==> src/rtl/vedic_seq_mult8.sv <==
// Sequential 8x8 unsigned multiplier that reuses a single 4x4 Vedic multiplier over four nibble steps.
// Optional macro VEDIC_SEQ_ZERO_SKIP_EN: a zero operand goes straight to DONE without entering MUL.

module vedic_2x2 (
    input  logic [1:0] x,
    input  logic [1:0] y,
    output logic [3:0] p
);
    logic c1;
    assign c1   = x[1] & y[0] & x[0] & y[1];
    assign p[0] = x[0] & y[0];
    assign p[1] = (x[1] & y[0]) ^ (x[0] & y[1]);
    assign p[2] = (x[1] & y[1]) ^ c1;
    assign p[3] = x[1] & y[1] & c1;
endmodule

module vedic_4x4 (
    input  logic [3:0] x,
    input  logic [3:0] y,
    output logic [7:0] p
);
    logic [3:0] q0, q1, q2, q3;

    vedic_2x2 u_ll (.x(x[1:0]), .y(y[1:0]), .p(q0));
    vedic_2x2 u_hl (.x(x[3:2]), .y(y[1:0]), .p(q1));
    vedic_2x2 u_lh (.x(x[1:0]), .y(y[3:2]), .p(q2));
    vedic_2x2 u_hh (.x(x[3:2]), .y(y[3:2]), .p(q3));

    assign p = {4'b0, q0} + {2'b0, q1, 2'b0} + {2'b0, q2, 2'b0} + {q3, 4'b0};
endmodule

// state | meaning
// IDLE  | waiting for an operand pair, in_ready high
// MUL   | accumulating one nibble partial product per cycle, step 0..3
// DONE  | product presented on result with out_valid until out_ready
module vedic_seq_mult8 (
    input  logic        clk,
    input  logic        rst,
    input  logic        in_valid,
    output logic        in_ready,
    input  logic [7:0]  a,
    input  logic [7:0]  b,
    output logic        out_valid,
    input  logic        out_ready,
    output logic [15:0] result,
    output logic        busy
);
    typedef enum logic [1:0] {IDLE, MUL, DONE} state_t;

    state_t      state;
    logic [1:0]  step;
    logic [7:0]  a_q, b_q;
    logic [15:0] acc;
    logic [3:0]  nib_a, nib_b;
    logic [7:0]  pp;
    logic [15:0] pp_sh, acc_next;

    // step[0] picks the high nibble of a, step[1] the high nibble of b
    assign nib_a = step[0] ? a_q[7:4] : a_q[3:0];
    assign nib_b = step[1] ? b_q[7:4] : b_q[3:0];

    vedic_4x4 u_mul (.x(nib_a), .y(nib_b), .p(pp));

    always_comb begin
        pp_sh = {8'h00, pp};
        case (step)
            2'd0:    pp_sh = {8'h00, pp};
            2'd1,
            2'd2:    pp_sh = {4'h0, pp, 4'h0};
            default: pp_sh = {pp, 8'h00};
        endcase
        acc_next = acc + pp_sh;
    end

`ifdef VEDIC_SEQ_ZERO_SKIP_EN
    logic zero_op;
    assign zero_op = (a == 8'h00) || (b == 8'h00);
`endif

    always_ff @(posedge clk) begin
        if (rst) begin
            state     <= IDLE;
            step      <= 2'd0;
            acc       <= 16'h0000;
            a_q       <= 8'h00;
            b_q       <= 8'h00;
            result    <= 16'h0000;
            out_valid <= 1'b0;
            busy      <= 1'b0;
            in_ready  <= 1'b1;
        end else begin
            case (state)
                IDLE: begin
                    if (in_valid) begin
                        a_q      <= a;
                        b_q      <= b;
                        acc      <= 16'h0000;
                        step     <= 2'd0;
                        in_ready <= 1'b0;
                        busy     <= 1'b1;
`ifdef VEDIC_SEQ_ZERO_SKIP_EN
                        if (zero_op) begin
                            state     <= DONE;
                            result    <= 16'h0000;
                            out_valid <= 1'b1;
                        end else
`endif
                        state <= MUL;
                    end
                end
                MUL: begin
                    acc  <= acc_next;
                    step <= step + 2'd1;
                    if (step == 2'd3) begin
                        state     <= DONE;
                        result    <= acc_next;
                        out_valid <= 1'b1;
                    end
                end
                DONE: begin
                    if (out_ready) begin
                        state     <= IDLE;
                        out_valid <= 1'b0;
                        busy      <= 1'b0;
                        in_ready  <= 1'b1;
                    end
                end
                default: begin
                    state     <= IDLE;
                    out_valid <= 1'b0;
                    busy      <= 1'b0;
                    in_ready  <= 1'b1;
                end
            endcase
        end
    end
endmodule

==> config.mk <==
export PLATFORM = sky130hd
export DESIGN_NAME = vedic_seq_mult8
export DESIGN_NICKNAME = d
export VERILOG_FILES = /design/src/rtl/vedic_seq_mult8.sv
export SDC_FILE = /design/constraint.sdc
export NUM_CORES = 1
export LEC_CHECK = 0
export BUFFER_PORTS_ARGS = -buffer_cell sky130_fd_sc_hd__buf_4
export CAP_MARGIN = 15
export CORE_ASPECT_RATIO = 2
export CORE_MARGIN = 2
export CORE_UTILIZATION = 45
export DETAILED_ROUTE_END_ITERATION = 10
export PLACE_DENSITY = 0.75
export SLEW_MARGIN = 0
export SYNTH_ARGS = -nofsm -noshare
export SYNTH_HDL_FRONTEND = slang
export SYNTH_SLANG_ARGS = --single-unit
==> constraint.sdc <==
create_clock -name clk -period 7.2 [get_ports clk]
set_input_delay 0.36 -clock clk [delete_from_list [all_inputs] [get_ports clk]]
set_output_delay 0.36 -clock clk [all_outputs]
set_load 0.05 [all_outputs]
# Yosys cells after proc, flatten, opt, wreduce, memory -nomap -nowiden
# Cells that the tools add are included.
[op_classes] shifts=0 n_addsub=5 multipliers=0 n_bitwise=38 div=0 n_mux=19 n_reduce_logical=10 order_cmp=0 n_eq_ne=8
[ops] op="one-hot mux 16 bit (2 select lines)" count=2
[ops] op="AND 1 bit" count=28
[ops] op="adder 16 bit" count=1
[ops] op="2-to-1 mux 16 bit" count=1
[ops] op="one-hot mux 1 bit (3 select lines)" count=3
[ops] op="AND reduction 3 bit" count=3
[ops] op="adder 8 x 6 -> 8 bit" count=1
[ops] op="adder 8 bit" count=1
[ops] op="2-to-1 mux 2 bit" count=4
[ops] op="2-to-1 mux 4 bit" count=2
[ops] op="bitwise XOR 1 bit" count=8
[ops] op="adder 4 x 6 -> 7 bit" count=1
[ops] op="equality test 2 bit (second input constant)" count=3
[ops] op="inequality test 2 bit (second input constant)" count=3
[ops] op="one-hot mux 2 bit (3 select lines)" count=1
[ops] op="AND reduction 2 bit" count=3
[ops] op="2-to-1 mux 1 bit" count=5
[ops] op="equality test 2 x 1 -> 1 bit (second input constant)" count=2
[ops] op="logical NOT 2 bit" count=2
[ops] op="one-hot mux 2 bit (2 select lines)" count=1
[ops] op="adder 2 x 1 -> 2 bit (second input constant)" count=1
[ops] op="inverter 1 bit" count=2
[ops] op="nonzero test 2 bit" count=1
[ops] op="OR reduction 2 bit" count=1
[word_totals] mem_bits_rw=0 latchBits=0 in_bits=20 word_cells=89 mem_bits_ro=0 register_bits=55 memories=0 output_inout_bits=19

# Depth between registers and ports, before layout
[logic_depth] word_depth=11 depth_mapped=24 depth_no_buf=23

# Cells and area by module
# Synthesis repeated with hierarchy kept, for this count alone.
[hier_totals] cells_unflattened=430 hier_area_um2=3455.8
[by_module_without_submodules] mod="vedic_seq_mult8" seq_area_each_um2=1101.1 area_each_um2=3006.6 n_inst=1 cells_per_inst=375
[by_module_without_submodules] mod="vedic_4x4" seq_area_each_um2=0.0 area_each_um2=249.0 n_inst=1 cells_per_inst=27
[by_module_without_submodules] mod="vedic_2x2" seq_area_each_um2=0.0 area_each_um2=50.0 n_inst=4 cells_per_inst=7

# Least setup slack after synthesis
# No wires, ideal clock.
[synth_timing] path_type="reg2reg" startpoint="reg step[1]" endpoint="reg acc[14]" slack_ns=2.248 path_stages_with_launch=20 setup_ns=0.121 t_arrival_ns=4.831 t_required_ns=7.079 cell_sequence="dfxtp_1 buf_2 mux2i_1 nor4_1 ha_1 ha_1 inv_1 fa_1 xor2_1 fa_1 fa_1 and2b_1 o22ai_2 xnor2_1 a22o_1 ha_1 a2111o_1 o32ai_2 or4_1 nand3_1"
[synth_via] elab_chain_cells=11 word_cells_on_any_way=47 cone_classes="add/sub: 4; eq/ne: 2; mux: 3; bitwise: 36; reduce/logical: 2"
[synth_lines] element="start: declaration" line_no="51" source="logic [1:0] step;"
[synth_lines] element="start signal: assignment" line_no="113" source="step <= step + 2'd1;"
[synth_lines] element="2-to-1 mux 4 bit" line_no="60" source="assign nib_b = step[1] ? b_q[7:4] : b_q[3:0];"
[synth_lines] element="AND 1 bit" line_no="10, 12"
[synth_lines] element="AND 1 bit (2 in a row)" line_no="10" source="assign c1 = x[1] & y[0] & x[0] & y[1];"
[synth_lines] element="bitwise XOR 1 bit or AND 1 bit (tied branches)" line_no="13, 14"
[synth_lines] element="adder 4 x 6 -> 7 bit" line_no="29" source="assign p = {4'b0, q0} + {2'b0, q1, 2'b0} + {2'b0, q2, 2'b0} + {q3, 4'b0};"
[synth_lines] element="adder 8 x 6 -> 8 bit" line_no="29"
[synth_lines] element="adder 8 bit" line_no="29"
[synth_lines] element="one-hot mux 16 bit (2 select lines) (*)" line_no="66" source="case (step)"
[synth_lines] element="adder 16 bit (*)" line_no="72" source="acc_next = acc + pp_sh;"
[synth_lines] element="one-hot mux 16 bit (2 select lines) (*)" line_no="92" source="case (state)"
[synth_lines] element="end signal: assignment" line_no="112" source="acc <= acc_next;"
[synth_lines] element="end: declaration" line_no="53" source="logic [15:0] acc;"
# Mark *: on every way between the ends. The rest lies on a longest branch, timed or not.
# A chain may end at the register's enable or synchronous reset.

# Worst setup path after layout
[layout_timing] startpoint="reg step[0]" endpoint="reg result[10]"
[layout_via] elab_chain_cells=10 word_cells_on_any_way=48 cone_classes="add/sub: 4; eq/ne: 3; mux: 2; bitwise: 36; reduce/logical: 3"
[layout_lines] element="2-to-1 mux 4 bit" line_no="59" source="assign nib_a = step[0] ? a_q[7:4] : a_q[3:0];"
[layout_lines] element="AND 1 bit" line_no="10, 12"
[layout_lines] element="AND 1 bit (2 in a row)" line_no="10"
[layout_lines] element="bitwise XOR 1 bit or AND 1 bit (tied branches)" line_no="13, 14"
[layout_lines] element="adder 4 x 6 -> 7 bit" line_no="29"
[layout_lines] element="adder 8 x 6 -> 8 bit" line_no="29"
[layout_lines] element="adder 8 bit" line_no="29"
[layout_lines] element="one-hot mux 16 bit (2 select lines)" line_no="66"
[layout_lines] element="adder 16 bit" line_no="72"
[layout_lines] element="end signal: assignment" line_no="116" source="result <= acc_next;"
[layout_lines] element="end: declaration" line_no="45" source="output logic [15:0] result,"
# Parallel ways exist; a longest one is shown, timed or not.

==> metrics <==
final hold violations=0; Overflow after GRT=0; starting density of the core=46.1%; Final Max Tran Viols=0; Inserted Clock Buffers=5; Post-CTS Hold Buffers=0; Root Buffer=clkbuf_16; area of the multi-input gates=0.00233 sq mm; crit share post-route=76.6%; initial drt markers=150; Max rail drop VDD=0.165 mV; Synth Flop Type=dfxtp_1; diode count=0; status=finished clean; Post-Route WL=8630 um; Layout area overhead=12.9%; IO Pins=39; PortBufs=38; Vias=3233; Total GRT Usage=21.3%; mean post-synth cell area=7.96 sq um; Worst Hold Margin=0.303 ns; ys async rst share=0%; H-tree depth=2; max cap viols=0; post-DR vias/cell=5.65; mapped cell area=0.00361 sq mm; Post-synth EDFFs=0; top-count cell post-synth=nand2_1; clk sinks=55; FP Rows=46; GP Congestion=0.849; Max Root-Sink Buffers=2; Detailed Routing Iterations Pass 1=4; dpl hpwl=6340 um; relative slew slack=31.8%; Synth area leaders=dfxtp_1 31%, ha_1 10%, a21oi_1 7.6%; first-pass GRT wire length=14400 um; Leakage=1.71 nW; register area share after synthesis=30.5%; FMAX=181 MHz; layout cells sized above 1=12.4%; floorplan die width=67.3 um; CP max-delay cell=fa_1; Post-route DRC=0; PwrDens=160 mW/mm^2; Worst-path clk slew=0.07 ns; CTS tree=built; Setup Fix Bufs, Post-CTS=0; vias in the first global route=3030; Final ANT Viol Nets=0; CP max FO=7; actual slew at the worst max-slew pin=1.02 ns; Req. time, crit path=7.35 ns; Core Area=0.00783 sq mm; critical path, cell by cell=mux2i_1, nor4_1, ha_1, ha_1, inv_1, fa_1, xor2_1, fa_1, fa_1, and2b_1, o22ai_2, xnor2_1, a22oi_1, nor2_1, ha_1, a21oi_1, o21ai_2, or3_2, nand3_1, a21oi_1; final setup fails=0; FF+latch count, synth=55; Post-Syn Instances=453; crit start category=flop; register cell area after layout=0.00110 sq mm; Fillers=782; setup TNS=0 ns; Synth Warn #=0; fin crit period=5.52 ns; Worst path max stage delay=0.53 ns; Die Area=0.00879 sq mm; crit path kind=flop to flop; unrepaired setup endpoints after global routing=no; die height=131 um; drt wl/cell=15.1 um; clock network latency to the later pin of the worst-skew pair=0.30 ns; Arr. time, crit path=5.67 ns; Post-synth top cells=69 x nand2_1, 55 x a21oi_1, 55 x dfxtp_1; antenna violations before repair=0; nets=529; Layout Skew=0.00651 ns; CP endpoint kind=flop; pin count of the biggest net entering global routing=71; Synth area leader=dfxtp_1; # resized after CTS=0; syn nets=507; Yosys cell types=56; worst hold path class=input pin to flop; post-synth top area share=30.5%
metal layers:
metal	GRT usage [%]	share of wire (%)	routed length (um)
met5	0	0	0
met4	9.48	2.6	223
met3	3.42	4.3	371
met2	34.7	50	4320
met1	27.3	43	3720
final cells by class:
class | instances | area share, %
clock inverters | 1 | 0.215
well taps | 96 | 2.95
repair buffers | 39 | 7.19
clock buffers | 7 | 3.50
multi-input cells | 354 | 57.3
flip-flops and latches | 55 | 27.0
inverters | 20 | 1.84
cells by family after synthesis:
logic type,after synthesis,share of synthesized area (%)
muxes,8,2.22
adders and majority gates,34,12.8
and+or+nand+nor,186,25.8
DFF,55,30.5
AOI/OAI and AO/OA,106,18.9
xor gates and xnor gates,20,4.86
buffers and inverters,44,4.86
critical path: cells and delay by family, from the launching register on:
family / cells / cell delay [ns]
fa+ha+maj: 6 / 2.21
simple gates: 5 / 1.00
compound gates: 5 / 0.76
flops: 1 / 0.51
mux: 1 / 0.51
xor+xnor: 2 / 0.33
buf+inv: 1 / 0.05
state kept, by name, summed over array words and instances, names as in the netlist:
register,count
a_q,8
acc,16
b_q,8
busy,1
in_ready,1
out_valid,1
result,16
state,2
step,2
placed cells by master (no fill, tap or decap), types with 2 or more instances in the layout:
| master | instances |
|---|---|
| and2_1 | 7 |
| nor2b_1 | 7 |
| o21ai_0 | 9 |
| nor4b_1 | 3 |
| or2_2 | 3 |
| nor3_1 | 3 |
| nand2_1 | 69 |
| dfxtp_1 | 55 |
| a21o_1 | 5 |
| o21ai_1 | 3 |
| a31oi_1 | 3 |
| nand3_1 | 19 |
| nor2_1 | 36 |
| nand3b_1 | 5 |
| ha_1 | 29 |
| nand4b_1 | 10 |
| nor3b_1 | 2 |
| xor2_1 | 8 |
| a21oi_1 | 55 |
| fa_1 | 5 |
| nand2b_1 | 6 |
| o31ai_1 | 2 |
| a211oi_1 | 6 |
| a22oi_1 | 3 |
| and2b_1 | 2 |
| inv_1 | 20 |
| or3_1 | 2 |
| xnor2_1 | 12 |
| or4_1 | 4 |
| mux2i_1 | 8 |
| a22o_1 | 3 |
| nor4_1 | 4 |
| buf_4 | 39 |
| clkbuf_16 | 5 |
where the power goes:
| group | switching, W | internal (W) |
|---|---|---|
| registers | 0.00000661 | 0.000313 |
| clock network | 0.000114 | 0.000140 |
| logic | 0.0000509 | 0.0000282 |
| total | 0.000172 | 0.000480 |
stage by stage:
step / worst slack [ns] / std cells / total power, W / util [%] / instance area [sq um]
after CTS: 1.68 / 572 / 0.000659 / 52.0 / 4070
after global placement: 1.90 / 564 / 0.000404 / 50.1 / 3920
after detailed placement: 1.73 / 564 / 0.000406 / 50.1 / 3920
final: 1.68 / 572 / 0.000652 / 52.0 / 4070
after global routing: 1.28 / 572 / 0.000679 / 52.0 / 4070
after floorplan: 2.25 / 453 / 0.000381 / - / 3610
final timing paths:
| kind | slack [ns] | start | depth (start not counted) | endpoint |
|---|---|---|---|---|
| max | 1.68 | step[0] | 20 | result[10] |
| min | 0.30 | b[7] | 3 | b_q[7] |
| max reg2reg | 1.68 | step[0] | 20 | result[10] |
| min reg2reg | 0.46 | result[6] | 2 | result[6] |
(Power assumes the default switching activity.)
